[src/rtl/clockport_read_port.sv]
// Pi->Amiga read side of the clockport bridge: Pi pushes bytes into a small FIFO,
// and each synchronised clockport read cycle returns either the head byte or a status byte.
module clockport_read_port #(
  parameter int DEPTH       = 4,
  parameter int SYNC_STAGES = 2
) (
  input  logic       i_clk,
  input  logic       i_rst_n,
  input  logic [7:0] i_pi_d,
  input  logic       i_pi_wr,
  output logic       o_pi_full,
  output logic [3:0] o_pi_level,
  input  logic       i_cp_cs_n,
  input  logic       i_cp_rd_n,
  input  logic       i_cp_a,
  output logic [7:0] o_cp_q,
  output logic       o_cp_oe_n,
  output logic       o_cp_int_n
);
  localparam int         AW       = $clog2(DEPTH);
  localparam logic [3:0] LVL_FULL = 4'(DEPTH);

  typedef enum logic {ST_IDLE, ST_DRIVE} state_t;

  state_t                 r_state, w_state_next;
  logic [SYNC_STAGES-1:0] r_cs_sync, r_rd_sync;
  logic [7:0]             r_mem [DEPTH];
  logic [AW-1:0]          r_wr_ptr, r_rd_ptr;
  logic [3:0]             r_level, w_level_next;
  logic                   r_full, r_int_n, r_udf, r_ovf, r_a_q, r_was_ne, r_oe_n;
  logic [7:0]             r_cp_q, w_status;
  logic                   w_rd_act, w_empty, w_is_full;
  logic                   w_load, w_pop, w_clr, w_push, w_ovf_evt;

  assign w_rd_act  = ~r_cs_sync[SYNC_STAGES-1] & ~r_rd_sync[SYNC_STAGES-1];
  assign w_empty   = (r_level == 4'd0);
  assign w_is_full = (r_level == LVL_FULL);
  assign w_status  = {r_udf, r_ovf, w_is_full, w_empty, r_level};

  // A pop on the same edge frees a slot, so a push into a full FIFO is still accepted then.
  assign w_push       = i_pi_wr & (~w_is_full | w_pop);
  assign w_ovf_evt    = i_pi_wr & w_is_full & ~w_pop;
  assign w_level_next = r_level + {3'b000, w_push} - {3'b000, w_pop};

  always_ff @(posedge i_clk or negedge i_rst_n) begin
    if (!i_rst_n) begin
      r_cs_sync <= '1;
      r_rd_sync <= '1;
    end else begin
      r_cs_sync <= {r_cs_sync[SYNC_STAGES-2:0], i_cp_cs_n};
      r_rd_sync <= {r_rd_sync[SYNC_STAGES-2:0], i_cp_rd_n};
    end
  end

  always_comb begin
    w_state_next = r_state;
    w_load       = 1'b0;
    w_pop        = 1'b0;
    w_clr        = 1'b0;
    case (r_state)
      ST_IDLE: begin
        if (w_rd_act) begin
          w_state_next = ST_DRIVE;
          w_load       = 1'b1;
        end
      end
      ST_DRIVE: begin
        if (!w_rd_act) begin
          w_state_next = ST_IDLE;
          w_pop        = ~r_a_q & r_was_ne;
          w_clr        = r_a_q;
        end
      end
      default: w_state_next = ST_IDLE;
    endcase
  end

  always_ff @(posedge i_clk or negedge i_rst_n) begin
    if (!i_rst_n) begin
      r_state  <= ST_IDLE;
      r_oe_n   <= 1'b1;
      r_cp_q   <= 8'h00;
      r_a_q    <= 1'b0;
      r_was_ne <= 1'b0;
      r_udf    <= 1'b0;
      r_ovf    <= 1'b0;
      r_wr_ptr <= '0;
      r_rd_ptr <= '0;
      r_level  <= 4'd0;
      r_full   <= 1'b0;
      r_int_n  <= 1'b1;
    end else begin
      r_state <= w_state_next;
      r_oe_n  <= (w_state_next != ST_DRIVE);
      if (w_load) begin
        r_a_q    <= i_cp_a;
        r_was_ne <= ~w_empty;
        if (i_cp_a)
          r_cp_q <= w_status;
        else
          r_cp_q <= w_empty ? 8'h00 : r_mem[r_rd_ptr];
      end
      // A fresh event on the clearing edge stays visible to the next status read.
      if (w_load && !i_cp_a && w_empty)
        r_udf <= 1'b1;
      else if (w_clr)
        r_udf <= 1'b0;
      if (w_ovf_evt)
        r_ovf <= 1'b1;
      else if (w_clr)
        r_ovf <= 1'b0;
      if (w_push)
        r_wr_ptr <= r_wr_ptr + 1'b1;
      if (w_pop)
        r_rd_ptr <= r_rd_ptr + 1'b1;
      r_level <= w_level_next;
      r_full  <= (w_level_next == LVL_FULL);
      r_int_n <= (w_level_next == 4'd0);
    end
  end

  always_ff @(posedge i_clk) begin
    if (w_push)
      r_mem[r_wr_ptr] <= i_pi_d;
  end

  assign o_pi_full  = r_full;
  assign o_pi_level = r_level;
  assign o_cp_q     = r_cp_q;
  assign o_cp_oe_n  = r_oe_n;
  assign o_cp_int_n = r_int_n;
endmodule

[config.mk]
export PLATFORM = sky130hd
export DESIGN_NAME = clockport_read_port
export DESIGN_NICKNAME = d
export VERILOG_FILES = /design/src/rtl/clockport_read_port.sv
export SDC_FILE = /design/constraint.sdc
export NUM_CORES = 1
export LEC_CHECK = 0
export ABC_AREA = 0
export CORE_ASPECT_RATIO = 0.9
export CORE_UTILIZATION = 30
export CTS_CLUSTER_SIZE = 12
export DETAILED_ROUTE_END_ITERATION = 7
export SLEW_MARGIN = 30
export SYNTH_ARGS = -nofsm -noshare
export SYNTH_HDL_FRONTEND = slang
export SYNTH_SLANG_ARGS = --single-unit
[constraint.sdc]
create_clock -name i_clk -period 3.1 [get_ports i_clk]
set_clock_uncertainty 0.15 [all_clocks]
set_input_delay 0.62 -clock i_clk [delete_from_list [all_inputs] [get_ports i_clk]]
set_output_delay 0.62 -clock i_clk [all_outputs]
set_load 0.02 [all_outputs]
Word level (Yosys, flattened, before mapping)

Memory sizes are Yosys's and may differ from the RTL's.
Index checks and enable logic that the tools add are counted.

Register bits: 28
Memory bits (writable): 32
Bits of input ports: 14
Output and inout port bits: 15
Memories kept: 1

Add/subtract/negate cells: 4
Eq/ne operators: 2
Multiplexer cells: 13
Bitwise gates (word level): 13
Reduce and logical (&&, ||, !) cells: 7

Memory list:

| name  | words | width | rd ports | clocked after Yosys merged registers in | write ports | RTL line | source |
|---|---|---|---|---|---|---|---|
| r_mem | 4     | 8     | 1        | 0                                       | 1           | 27       | `logic [7:0] r_mem [DEPTH];` |

Operators by type and width:

| kind                | count |
|---|---|
| $mux 8              | 2 |
| $mux 1              | 11 |
| $eq 4x3->1 const B  | 2 |
| $logic_not 4->1     | 2 |
| $not 1->1           | 7 |
| $and 1x1->1         | 5 |
| $add 2x1->2 const B | 2 |
| $add 4x1->4         | 1 |
| $reduce_bool 2->1   | 2 |
| $sub 4x1->4         | 1 |
| $logic_and 1x1->1   | 2 |
| $logic_not 1->1     | 1 |
| $or 1x1->1          | 1 |

Longest topological paths before layout

Depth in word-level cells: 9
Mapped depth: 14
Mapped depth without buffers: 14

Least setup slack after synthesis

OpenSTA, ideal clock, no wires.

Kind: reg2reg
Start point: reg r_level[3] (netlist: o_pi_level[3])
End point: reg r_int_n (netlist: o_cp_int_n)
Data arrival time: 2.538 ns
Required time: 2.875 ns
Setup slack: 0.337 ns
Cell stages (with the launch flop): 14
Path buffers: 0
Period minus slack after synthesis: 2.763 ns
Cell sequence: dfrtp_1 inv_1 ha_1 nor3b_4 o22ai_4 inv_2 ha_1 inv_1 ha_1 inv_1 fa_1 nor3b_1 nand2_1 mux2i_1

Cells in the longest elaborated chain, start to end: 7

RTL lines:

| item                     | RTL line | source |
|---|---|---|
| start: declaration       | 29       | `logic [3:0] r_level, w_level_next;` |
| start signal: assignment | 116      | `r_level <= w_level_next;` |
| $eq 4x3->1               | 37       | `assign w_is_full = (r_level == LVL_FULL);` |
| $not 1->1                | 41       | `assign w_push = i_pi_wr & (~w_is_full \| w_pop);` |
| $or 1x1->1               | 41       |  |
| $and 1x1->1              | 41       |  |
| $add 4x1->4 (*)          | 43       | `assign w_level_next = r_level + {3'b000, w_push} - {3'b000, w_pop};` |
| $sub 4x1->4 (*)          | 43       |  |
| $logic_not 4->1 (*)      | 118      | `r_int_n <= (w_level_next == 4'd0);` |
| end signal: assignment   | 118      |  |
| end: declaration         | 30       | `logic r_full, r_int_n, r_udf, r_ovf, r_a_q, r_was_ne, r_oe_n;` |

Mark *: on every way between the ends. The rest lies on a longest branch, timed or not.
A chain may end at the register's enable or synchronous reset.

Worst setup path in the final report

Start point: in i_pi_wr
End point: reg r_int_n (netlist: o_cp_int_n)

Cells in the longest elaborated chain, start to end: 4

RTL lines:

| item               | RTL line | source |
|---|---|---|
| start: declaration | 10       | `input logic i_pi_wr,` |
| $and 1x1->1        | 41       |  |
| $add 4x1->4        | 43       |  |
| $sub 4x1->4        | 43       |  |
| $logic_not 4->1    | 118      |  |

No other way between the ends.

==> metrics.yaml <==
sta:
  timing.fmax_ghz: 0.353
  final-setup-viol-count: 0
  drv_slew: 0
  hold_viol: 0
  rsz0062_at_grt: "false"
  finalSetupTns_ps: 0
  period_share: 0.913
  timing.slew.headroom: 0.605
  final.setup.worst_slack_ps: 270
  tightest_slew_ps: 592
  min_period_ps: 2830
synth:
  syn_avg_cell_area_sq_um: 14.8
  synth_compound_area_frac: 0.0520
  synth_xor_area_frac: 0.0170
  synth_top_family_by_area: "simple AND/OR/NAND/NOR gates"
  synth_area_sq_um: 2570
  synth_seq_cells: 60
  ys_warn_count: 0
  synthMuxAreaShare: 0.0837
  synthSimpleGateAreaFrac: 0.106
  ys.flop_type: "edfxtp_1"
  syn-num-nets: 199
  ys_seq_area_frac: 0.649
  ys_types: 38
  synth_edf_count: 32
  syn_inst: 174
  synth_fa_ha_area_frac: 0.0564
  ys_async_sr_fraction: 0.467
critical_path:
  end_kind: "flip-flop"
  arrival_ps: 2950
  critPathKind: "in -> reg"
  critPathLaunchType: "primary input"
  required_ps: 3220
  critical_path.max_fanout: 4
pwr:
  combinationalPowerShare: 0.350
  power_frac_seq: 0.433
  finalPower_mw: 2.82
  swShare: 0.345
  p_leak_nw: 1.21
  p_per_area_nw_per_um2: 883
  power.switching_uw: 973
  p_int_mw: 1.85
  clock_power_share: 0.218
  vdd_ir_drop_max_mv: 0.292
hold_path:
  hold_path_class: "reg -> reg"
clock_network:
  cts_hold_buf: 0
  cts_made_buffers: 9
  clockRootBuffer: "clkbuf_8"
  htree_levels: 3
  cts_tree: "done"
  insertion_delay_ps: 340
  cts_sinks: 60
  path_clk_slew_ps: 80
  clk_path_buf_depth: 2
route:
  wirelength_um: 4550
  drc_errors: 0
  drtIter0Drc: 102
  ant_nets: 0
  drt_pass1_iterations: 4
  vias_per_cell: 4.27
  dr_total_vias: 1423
  wl_per_cell_um: 13.7
place:
  io_buffer_count: 28
  place_inst: 317
  post-place-ws_ps: -146
  gp_congestion: 0.753
  hpwl_um: 3250
finish:
  multi_input_area_sq_um: 820
  drive_gt1_frac: 0.220
  regArea_sq_um: 1670
  nets: 238
  stdcell_count: 333
  nFillCells: 777
  diodes: 0
  final_common_cell: "edfxtp_1"
  syn2layout_area_growth_pct: 24.1
  final_cell_mix: "32 x edfxtp_1, 28 x clkdlybuf4s50_1, 22 x dfrtp_1, 13 x inv_1, 13 x nand2_1"
run:
  drv_cap: 0
global_route:
  grt_max_degree: 29
  grt_pass1_wl_um: 7800
  antenna_found_initial: 0
  track_usage: 0.118
  grt_pass1_vias: 1514
  grt_overflow: 0
floorplanning:
  row_count: 31
  dieWidth_um: 99.6
  initial_core_util: 0.314
  coreArea_sq_um: 8180
  fp.dieH_um: 89.9
  ios: 29
  dieArea_sq_um: 8950
run_status:
  status: "complete, no violations"
-- flip-flops by register name (all words and copies together) (netlist names) --
name and count:
r_was_ne 1, r_ovf 1, r_mem 32, r_rd_sync 2, o_cp_oe_n 1, o_pi_level 4, r_wr_ptr 2, r_a_q 1
o_cp_int_n 1, r_rd_ptr 2, r_cs_sync 2, o_pi_full 1, r_udf 1, r_state 1, o_cp_q 8
-- what timing repair did --
item | in CTS | in global routing
endpoints found under the setup margin | 0 | 2
setup buffers | 0 | 0
gates resized for setup | 0 | 1
-- layer usage --
layer  vias to the layer above  GRT usage  routed length, um
li1                        703          -                  -
met1                       686      0.149               2160
met2                        28      0.185               2120
met3                         6     0.0482                202
met4                         0     0.0404                 67
met5                         -          0                  0
-- critical path, cell delays in order --
cell and delay (ps):
clkdlybuf4s50_1 550, nand3b_1 150, o22ai_4 160, inv_2 40
ha_1 260, inv_1 50, ha_1 150, inv_1 50
fa_1 510, nor3b_2 200, nand2_1 80, mux2i_1 130
-- Yosys cell counts (2+ instances only) --
library cell | instances | area (sq um)
nor3b_1 | 2 | 15.0
xor2_1 | 4 | 35.0
nor2_1 | 8 | 30.0
clkbuf_1 | 2 | 7.51
nand3b_1 | 9 | 67.6
ha_1 | 10 | 125
nand2_1 | 13 | 48.8
buf_2 | 2 | 10.0
mux2i_1 | 2 | 20.0
inv_2 | 3 | 11.3
nand3_1 | 2 | 10.0
mux4_2 | 8 | 180
and2_1 | 4 | 25.0
edfxtp_1 | 32 | 961
dfstp_2 | 6 | 158
inv_1 | 13 | 48.8
nor3_1 | 2 | 10.0
dfrtp_1 | 22 | 551
o21ai_1 | 4 | 20.0
a31oi_1 | 8 | 50.1
-- final timing paths --
kind                                    startpoint                      to  slack, ps  cells after the start
max                                        i_pi_wr    o_cp_int_n$_DFF_PN1_        270                     12
min                         r_rd_sync[0]$_DFF_PN1_  r_rd_sync[1]$_DFF_PN1_        210                      0
max reg2reg                o_pi_level[2]$_DFF_PN0_    o_cp_int_n$_DFF_PN1_        440                     12
min reg2reg                 r_rd_sync[0]$_DFF_PN1_  r_rd_sync[1]$_DFF_PN1_        210                      0
max in group asynchronous                  i_rst_n     o_cp_oe_n$_DFF_PN1_       1980                      2
min in group asynchronous                  i_rst_n   o_cp_q[6]$_DFFE_PN0P_        500                      2
-- power groups by stage --
| stage | clock, mW | combinational (mW) | sequential [mW] |
|---|---|---|---|
| after floorplan | 0 | 0.639 | 1.25 |
| after global placement | 0 | 0.981 | 1.23 |
| after detailed placement | 0 | 0.990 | 1.24 |
| after CTS | 0.635 | 0.997 | 1.23 |
| after global routing | 0.673 | 1.09 | 1.26 |
| final | 0.614 | 0.986 | 1.22 |
-- cell type report --
cell class              count  area share
flip-flops and latches     60       0.523
inverters                  16      0.0188
clock buffers               9      0.0388
well taps                 115      0.0451
repair buffers             34       0.102
multi-input cells          92       0.257
clock inverters             7      0.0161
-- through the flow --
step           hold slack [ps]  utilization  area (sq um)
6_report                   206        0.390          3190
5_1_grt                    217        0.390          3190
4_1_cts                    208        0.390          3190
3_5_place_dp               198        0.368          3010
3_3_place_gp               196        0.368          3010
2_1_floorplan              174            -          2570
-- logic make-up (layout without fill, tap and decap cells) --
group                      after synthesis  count (layout)
muxes                                   11              11
DFF                                     60              60
AOI/OAI and AO/OA                       19              19
xor gates and xnor gates                 5               5
adders and majority gates               11              11
buffers and inverters                   22              66
and+or+nand+nor                         46              46
Power figures use the tool's default switching activity.
